<file path="src/rtl/adr_seq_ctrl.sv">
`default_nettype none
// ============================================================================
// Module      : adr_seq_ctrl
// Description : Sequencer for the matrix address maker. Runs two job types:
//               - direct load: writes an 18-bit address into the address
//                 maker in three byte-wide steps (last8, mid8, first2);
//               - downsample scan: for each of 4 quads, reads every (r,c)
//                 with r,c even (r+1<dim, c+1<dim) and writes the result
//                 to (r/2, c/2), handshaking each access on mem_req/mem_ack.
//               All outputs are registered.
// Ports       : in_Clock, in_Reset_n (sync, active-low)
//               start_scan, start_load, dim[7:0], load_addr[17:0]  - job control
//               mem_ack / mem_req, mem_we                          - memory handshake
//               ART, ARG, AWT, AWG, A, SEL, TOG_inc, QUAD_inc      - to address maker
//               busy, done, quad[1:0]                              - status
// Config      : define ADR_SEQ_TRANSPOSE_EN to pulse TOG_inc together with
//               QUAD_inc; otherwise TOG_inc is tied to 0.
// Revision    : 1.0 - initial release
// ============================================================================
module adr_seq_ctrl #(
    parameter logic [2:0] SEL_IDLE = 3'd7
) (
    input  logic        in_Clock,
    input  logic        in_Reset_n,
    input  logic        start_scan,
    input  logic        start_load,
    input  logic [7:0]  dim,
    input  logic [17:0] load_addr,
    input  logic        mem_ack,
    output logic [7:0]  ART,
    output logic [7:0]  ARG,
    output logic [7:0]  AWT,
    output logic [7:0]  AWG,
    output logic [7:0]  A,
    output logic [2:0]  SEL,
    output logic        TOG_inc,
    output logic        QUAD_inc,
    output logic        mem_req,
    output logic        mem_we,
    output logic        busy,
    output logic        done,
    output logic [1:0]  quad
);

    // Address maker SEL codes
    localparam logic [2:0] c_ADR_MATRIX_R = 3'd0;
    localparam logic [2:0] c_ADR_MATRIX_W = 3'd1;
    localparam logic [2:0] c_ADR_LAST8    = 3'd2;
    localparam logic [2:0] c_ADR_MID8     = 3'd3;
    localparam logic [2:0] c_ADR_FIRST2   = 3'd4;

    typedef enum logic [3:0] {
        ST_IDLE   = 4'd0,
        ST_LD_L   = 4'd1,
        ST_LD_M   = 4'd2,
        ST_LD_F   = 4'd3,
        ST_RD_SET = 4'd4,
        ST_RD_REQ = 4'd5,
        ST_WR_SET = 4'd6,
        ST_WR_REQ = 4'd7,
        ST_ADV    = 4'd8,
        ST_QADV   = 4'd9,
        ST_FIN    = 4'd10
    } state_t;

    state_t      r_state;
    logic [7:0]  r_dim;
    logic [17:0] r_addr;
    logic [7:0]  r_row;
    logic [7:0]  r_col;
    logic [7:0]  r_art, r_arg, r_awt, r_awg, r_a;
    logic [2:0]  r_sel;
    logic        r_quad_inc, r_mem_req, r_mem_we, r_busy, r_done;
    logic [1:0]  r_quad;

    // Candidate next row/column. A step is kept only if the new index still
    // has a partner (idx+1 < dim); this drops the trailing row/column of an
    // odd matrix and sends dim<2 straight through to the quad advance.
    logic [8:0]  w_col_nxt, w_row_nxt;
    logic        w_col_wrap, w_row_wrap;

    assign w_col_nxt  = {1'b0, r_col} + 9'd2;
    assign w_row_nxt  = {1'b0, r_row} + 9'd2;
    assign w_col_wrap = (w_col_nxt + 9'd1) >= {1'b0, r_dim};
    assign w_row_wrap = (w_row_nxt + 9'd1) >= {1'b0, r_dim};

    always_ff @(posedge in_Clock) begin
        if (!in_Reset_n) begin
            r_state    <= ST_IDLE;
            r_dim      <= 8'd0;
            r_addr     <= 18'd0;
            r_row      <= 8'd0;
            r_col      <= 8'd0;
            r_art      <= 8'd0;
            r_arg      <= 8'd0;
            r_awt      <= 8'd0;
            r_awg      <= 8'd0;
            r_a        <= 8'd0;
            r_sel      <= SEL_IDLE;
            r_quad_inc <= 1'b0;
            r_mem_req  <= 1'b0;
            r_mem_we   <= 1'b0;
            r_busy     <= 1'b0;
            r_done     <= 1'b0;
            r_quad     <= 2'd0;
        end else begin
            r_quad_inc <= 1'b0;
            r_done     <= 1'b0;
            // Outputs are assigned on the transition into each state so they
            // are valid for the whole time the state is occupied.
            case (r_state)
                ST_IDLE: begin
                    r_sel <= SEL_IDLE;
                    if (start_scan) begin
                        r_dim  <= dim;
                        r_row  <= 8'd0;
                        r_col  <= 8'd0;
                        r_busy <= 1'b1;
                        if (dim < 8'd2) begin
                            r_state <= ST_ADV;
                        end else begin
                            r_state <= ST_RD_SET;
                            r_sel   <= c_ADR_MATRIX_R;
                            r_art   <= 8'd0;
                            r_arg   <= 8'd0;
                        end
                    end else if (start_load) begin
                        r_addr  <= load_addr;
                        r_busy  <= 1'b1;
                        r_state <= ST_LD_L;
                        r_sel   <= c_ADR_LAST8;
                        r_a     <= load_addr[7:0];
                    end
                end
                ST_LD_L: begin
                    r_state <= ST_LD_M;
                    r_sel   <= c_ADR_MID8;
                    r_a     <= r_addr[15:8];
                end
                ST_LD_M: begin
                    r_state <= ST_LD_F;
                    r_sel   <= c_ADR_FIRST2;
                    r_a     <= {6'b0, r_addr[17:16]};
                end
                ST_LD_F: begin
                    r_state <= ST_FIN;
                    r_sel   <= SEL_IDLE;
                    r_done  <= 1'b1;
                end
                ST_RD_SET: begin
                    r_state   <= ST_RD_REQ;
                    r_sel     <= SEL_IDLE;
                    r_mem_req <= 1'b1;
                    r_mem_we  <= 1'b0;
                end
                ST_RD_REQ: begin
                    if (mem_ack) begin
                        r_state   <= ST_WR_SET;
                        r_mem_req <= 1'b0;
                        r_sel     <= c_ADR_MATRIX_W;
                        r_awt     <= r_row >> 1;
                        r_awg     <= r_col >> 1;
                    end
                end
                ST_WR_SET: begin
                    r_state   <= ST_WR_REQ;
                    r_sel     <= SEL_IDLE;
                    r_mem_req <= 1'b1;
                    r_mem_we  <= 1'b1;
                end
                ST_WR_REQ: begin
                    if (mem_ack) begin
                        r_state   <= ST_ADV;
                        r_mem_req <= 1'b0;
                        r_mem_we  <= 1'b0;
                    end
                end
                ST_ADV: begin
                    if (w_col_wrap) begin
                        r_col <= 8'd0;
                        if (w_row_wrap) begin
                            r_state    <= ST_QADV;
                            r_quad_inc <= 1'b1;
                        end else begin
                            r_row   <= w_row_nxt[7:0];
                            r_state <= ST_RD_SET;
                            r_sel   <= c_ADR_MATRIX_R;
                            r_art   <= w_row_nxt[7:0];
                            r_arg   <= 8'd0;
                        end
                    end else begin
                        r_col   <= w_col_nxt[7:0];
                        r_state <= ST_RD_SET;
                        r_sel   <= c_ADR_MATRIX_R;
                        r_art   <= r_row;
                        r_arg   <= w_col_nxt[7:0];
                    end
                end
                ST_QADV: begin
                    r_quad <= r_quad + 2'd1;
                    r_row  <= 8'd0;
                    r_col  <= 8'd0;
                    if (r_quad == 2'd3) begin
                        r_state <= ST_FIN;
                        r_done  <= 1'b1;
                    end else if (r_dim < 8'd2) begin
                        // Route through ADV so each QUAD_inc stays a
                        // separate single-cycle pulse.
                        r_state <= ST_ADV;
                    end else begin
                        r_state <= ST_RD_SET;
                        r_sel   <= c_ADR_MATRIX_R;
                        r_art   <= 8'd0;
                        r_arg   <= 8'd0;
                    end
                end
                ST_FIN: begin
                    r_state <= ST_IDLE;
                    r_busy  <= 1'b0;
                    r_sel   <= SEL_IDLE;
                end
                default: begin
                    r_state   <= ST_IDLE;
                    r_busy    <= 1'b0;
                    r_mem_req <= 1'b0;
                    r_mem_we  <= 1'b0;
                    r_sel     <= SEL_IDLE;
                end
            endcase
        end
    end

    assign ART      = r_art;
    assign ARG      = r_arg;
    assign AWT      = r_awt;
    assign AWG      = r_awg;
    assign A        = r_a;
    assign SEL      = r_sel;
    assign QUAD_inc = r_quad_inc;
    assign mem_req  = r_mem_req;
    assign mem_we   = r_mem_we;
    assign busy     = r_busy;
    assign done     = r_done;
    assign quad     = r_quad;

`ifdef ADR_SEQ_TRANSPOSE_EN
    // One transpose toggle per quad: four per job restore orientation.
    assign TOG_inc = r_quad_inc;
`else
    assign TOG_inc = 1'b0;
`endif

endmodule
`default_nettype wire

</file>
<file path="config.mk">
export PLATFORM = sky130hd
export DESIGN_NAME = adr_seq_ctrl
export DESIGN_NICKNAME = d
export VERILOG_FILES = /design/src/rtl/adr_seq_ctrl.sv
export SDC_FILE = /design/constraint.sdc
export NUM_CORES = 1
export LEC_CHECK = 0
export BUFFER_PORTS_ARGS = -buffer_cell sky130_fd_sc_hd__buf_2
export CAP_MARGIN = 20
export CORE_ASPECT_RATIO = 0.5
export CORE_MARGIN = 2
export CORE_UTILIZATION = 46
export DETAILED_ROUTE_END_ITERATION = 8
export GPL_TIMING_DRIVEN = 0
export PLACE_DENSITY = 0.78
export SLEW_MARGIN = 15
export SYNTH_ARGS = -nofsm -noshare
export SYNTH_HDL_FRONTEND = slang
export SYNTH_SLANG_ARGS = --single-unit
export TNS_END_PERCENT = 30
</file>
<file path="constraint.sdc">
create_clock -name in_Clock -period 8.6 [get_ports in_Clock]
set_input_delay 0.43 -clock in_Clock [delete_from_list [all_inputs] [get_ports in_Clock]]
set_output_delay 0.43 -clock in_Clock [all_outputs]
set_load 0.05 [all_outputs]
</file>
==> impl_metrics.py <==
metrics = {
    "floorplanning": {
        "core_um2": 9634,
        "start_util": 0.4830,
        "io_pins": 82,
        "die_w_um": 146.2,
        "die-area_um2": 10990,
        "rows": 25,
        "die_h_um": 75.12,
    },
    "clock_tree": {
        "insertion_delay_ns": 0.34,
        "clk_pin_slew_worst_paths_ns": 0.06,
        "postCtsResizedCells": 0,
        "cts_buffer_depth": 2,
        "cts_tree": "done",
        "cts.sinks": 84,
        "holdBufCountCts": 0,
        "cts.htree.levels": 3,
        "cts_buffers": 9,
        "cts_root_buf": "clkbuf_16",
        "post_cts_buffers": 0,
    },
    "synthesis": {
        "ys_async_sr_fraction": 0,
        "yosys-top-cells-area": "dfxtp_1, mux2i_1, nor2_1",
        "yosys.area.top_type_share": 0.3614,
        "synth_seq_area_share": 0.3614,
        "synth_flop_cell": "dfxtp_1",
        "synthesis.area_um2": 4653,
        "ys_ff_latch": 84,
        "synth_area_leader_cell": "dfxtp_1",
        "syn_inst": 594,
        "ys_warn_count": 0,
        "avgSynthCellArea_um2": 7.834,
        "synth.distinct_cells": 56,
        "synth_edf_count": 0,
    },
    "finish": {
        "multi_input_area_um2": 2670,
        "syn2layout_area_growth_pct": 18.28,
        "final-seq-area_um2": 1682,
        "antenna_cells": 0,
        "finish.instance_area_um2": 5504,
        "fin_cells": 824,
        "fill_cells": 930,
        "drive_above_1_share": 0.1640,
        "final_nets": 736,
    },
    "grt": {
        "antenna_found_initial": 0,
        "grt_max_degree": 14,
        "gr-usage-all-layers": 0.2314,
        "grt_pass1_wl_mm": 20.28,
        "globalRouteOverflowTotal": 0,
        "grt_pass1_vias": 4363,
    },
    "power": {
        "power_density_nw_per_um2": 212.7,
        "p_leak_nw": 2.426,
        "peakVddDrop_mv": 0.1352,
    },
    "sta": {
        "fin_skew_ns": 0.004560,
        "hold_viol_final": 0,
        "period_share": 0.4696,
        "rsz0062_at_grt": "false",
        "worst_pin_slew_ns": 0.5988,
        "relSlewSlack": 0.6008,
        "min_period_ns": 4.039,
        "fin_setup_tns_ns": 0,
        "maxSlewViolCount": 0,
        "setup_violations": 0,
        "max_freq_mhz": 247.6,
    },
    "placed_design": {
        "place_area_um2": 5214,
        "dp_cells": 808,
        "numPortBuffers": 76,
        "gp_congestion": 0.9470,
        "dp_hpwl_mm": 9.267,
    },
    "drt": {
        "vias": 4585,
        "drc": 0,
        "avgRoutedWirePerCell_um": 14.88,
        "first_pass_iters": 5,
        "drt-initial-drc-count": 375,
        "ant_nets": 0,
        "vias_per_cell": 5.564,
        "wl_mm": 12.26,
    },
    "setup_path": {
        "max_stage_delay_ns": 0.51,
        "cp_max_fo": 10,
        "worst_ep_required_time_ns": 8.87,
        "worstPathCellList": "inv_1 -> ha_1 -> and3b_1 -> and3_1 -> a22oi_2 -> xor2_1 -> ha_1 -> nand3_1 -> or4_1 -> and2_1 -> buf_2 -> a21o_1 -> and2_1 -> buf_6 -> buf_6 -> o22ai_2",
        "arrival_ns": 4.31,
        "crit_path_end_kind": "flip-flop",
        "cp_slowest_cell": "dfxtp_1",
        "path_class": "reg -> reg",
        "start_kind": "flip-flop",
    },
    "flow_run": {
        "max_cap_viol_count": 0,
    },
    "run_status": {
        "status": "completed",
    },
    "worst_hold_path": {
        "hold_path.class": "in -> reg",
    },
}
-- layout make-up --
type                    instances  share of cell area
plain buffers                  48             0.04183
clock buffers                  13             0.04910
clock inverters                 3            0.003637
inverters                      22             0.01500
multi-input cells             443              0.4851
flip-flops and latches         84              0.3055
well taps                     135             0.03069
repair buffers                 76             0.06911
-- where the power goes --
group / switching [mW] / internal, mW
logic: 0.248 / 0.112
clock network: 0.159 / 0.219
registers: 0.0159 / 0.417
total: 0.423 / 0.748
-- metal layers --
layer | track usage | vias to the layer above | wire length, um | part of all wire
met5 | 0 | - | 0 | 0
met4 | 0.08414 | 0 | 211 | 0.017
met3 | 0.06061 | 25 | 933 | 0.076
met2 | 0.3899 | 171 | 5458 | 0.45
met1 | 0.2947 | 2136 | 5659 | 0.46
li1 | - | 2253 | - | -
-- cell families after synthesis --
family,after synthesis,synth area share
multiplexers,32,0.06910
flip-flops,84,0.3614
adder cells (fa/ha/maj),21,0.05647
AND/OR/NAND/NOR,222,0.2194
other,1,0.0008059
AO/OA/AOI/OAI,146,0.1917
buffers and inverters,70,0.06722
XOR/XNOR,18,0.03388
-- stage by stage --
stage	worst slack, ns	utilization	total power, mW	hold slack (ns)
final	4.561	0.5713	1.171	0.3135
after global routing	4.383	0.5713	1.231	0.3283
after CTS	4.609	0.5713	1.170	0.3091
after detailed placement	4.633	0.5412	0.7945	0.4390
after global placement	4.697	0.5412	0.7892	0.4327
after floorplan	5.177	-	0.7108	0.4363
-- Yosys cell counts, drive strengths merged (4+ instances only) --
cell type   n
a31oi       7
or4         7
dfxtp      84
and3        6
inv        21
a21oi      54
a21o        7
nand2b      8
a211oi      4
or3         6
xor2        6
nor4        5
buf        16
clkbuf     32
nor2       76
nand3      19
ha         21
o21ai      26
o22ai      18
a22oi       8
nand2      67
nor3       13
xnor2      12
o211ai      6
mux2i      31
-- final timing paths --
check,startpoint,slack [ns],cells after the start,endpoint
setup reg to reg,r_col[1],4.56,16,ARG[4]
hold reg to reg,busy,0.44,2,busy
hold / removal,load_addr[14],0.31,3,r_addr[14]
setup / recovery,r_col[1],4.56,16,ARG[4]
-- critical path, delay by kind of cell (launching register included) --
family | cells | cell delay [ns]
and+or+nand+nor | 6 | 1.34
AOI/OAI and AO/OA | 3 | 0.63
buffers and inverters | 4 | 0.62
xor gates and xnor gates | 1 | 0.12
adders and majority gates | 2 | 0.76
DFF | 1 | 0.51
-- registers in the layout, indices dropped and copies added (netlist names) --
signal / flops
busy: 1
ART: 7
mem_we: 1
mem_req: 1
A: 8
r_dim: 8
AWT: 7
quad: 2
r_state: 4
AWG: 7
r_row: 7
SEL: 3
ARG: 8
done: 1
r_col: 8
r_addr: 10
QUAD_inc: 1
-- cell usage in the layout (no fill, tap or decap), types with 12 or more instances in the layout --
master    Yosys  layout
o22ai_1      17      17
nand2_1      67      67
inv_1        20      20
xnor2_1      12      12
nand3_1      19      19
buf_2         7      83
nor2_1       76      76
a21oi_1      54      54
dfxtp_1      84      84
o21ai_0      23      23
mux2i_1      31      31
ha_1         21      21
nor3_1       12      12
clkbuf_1     32      33
Note: power is estimated with default switching activity, not from simulation.
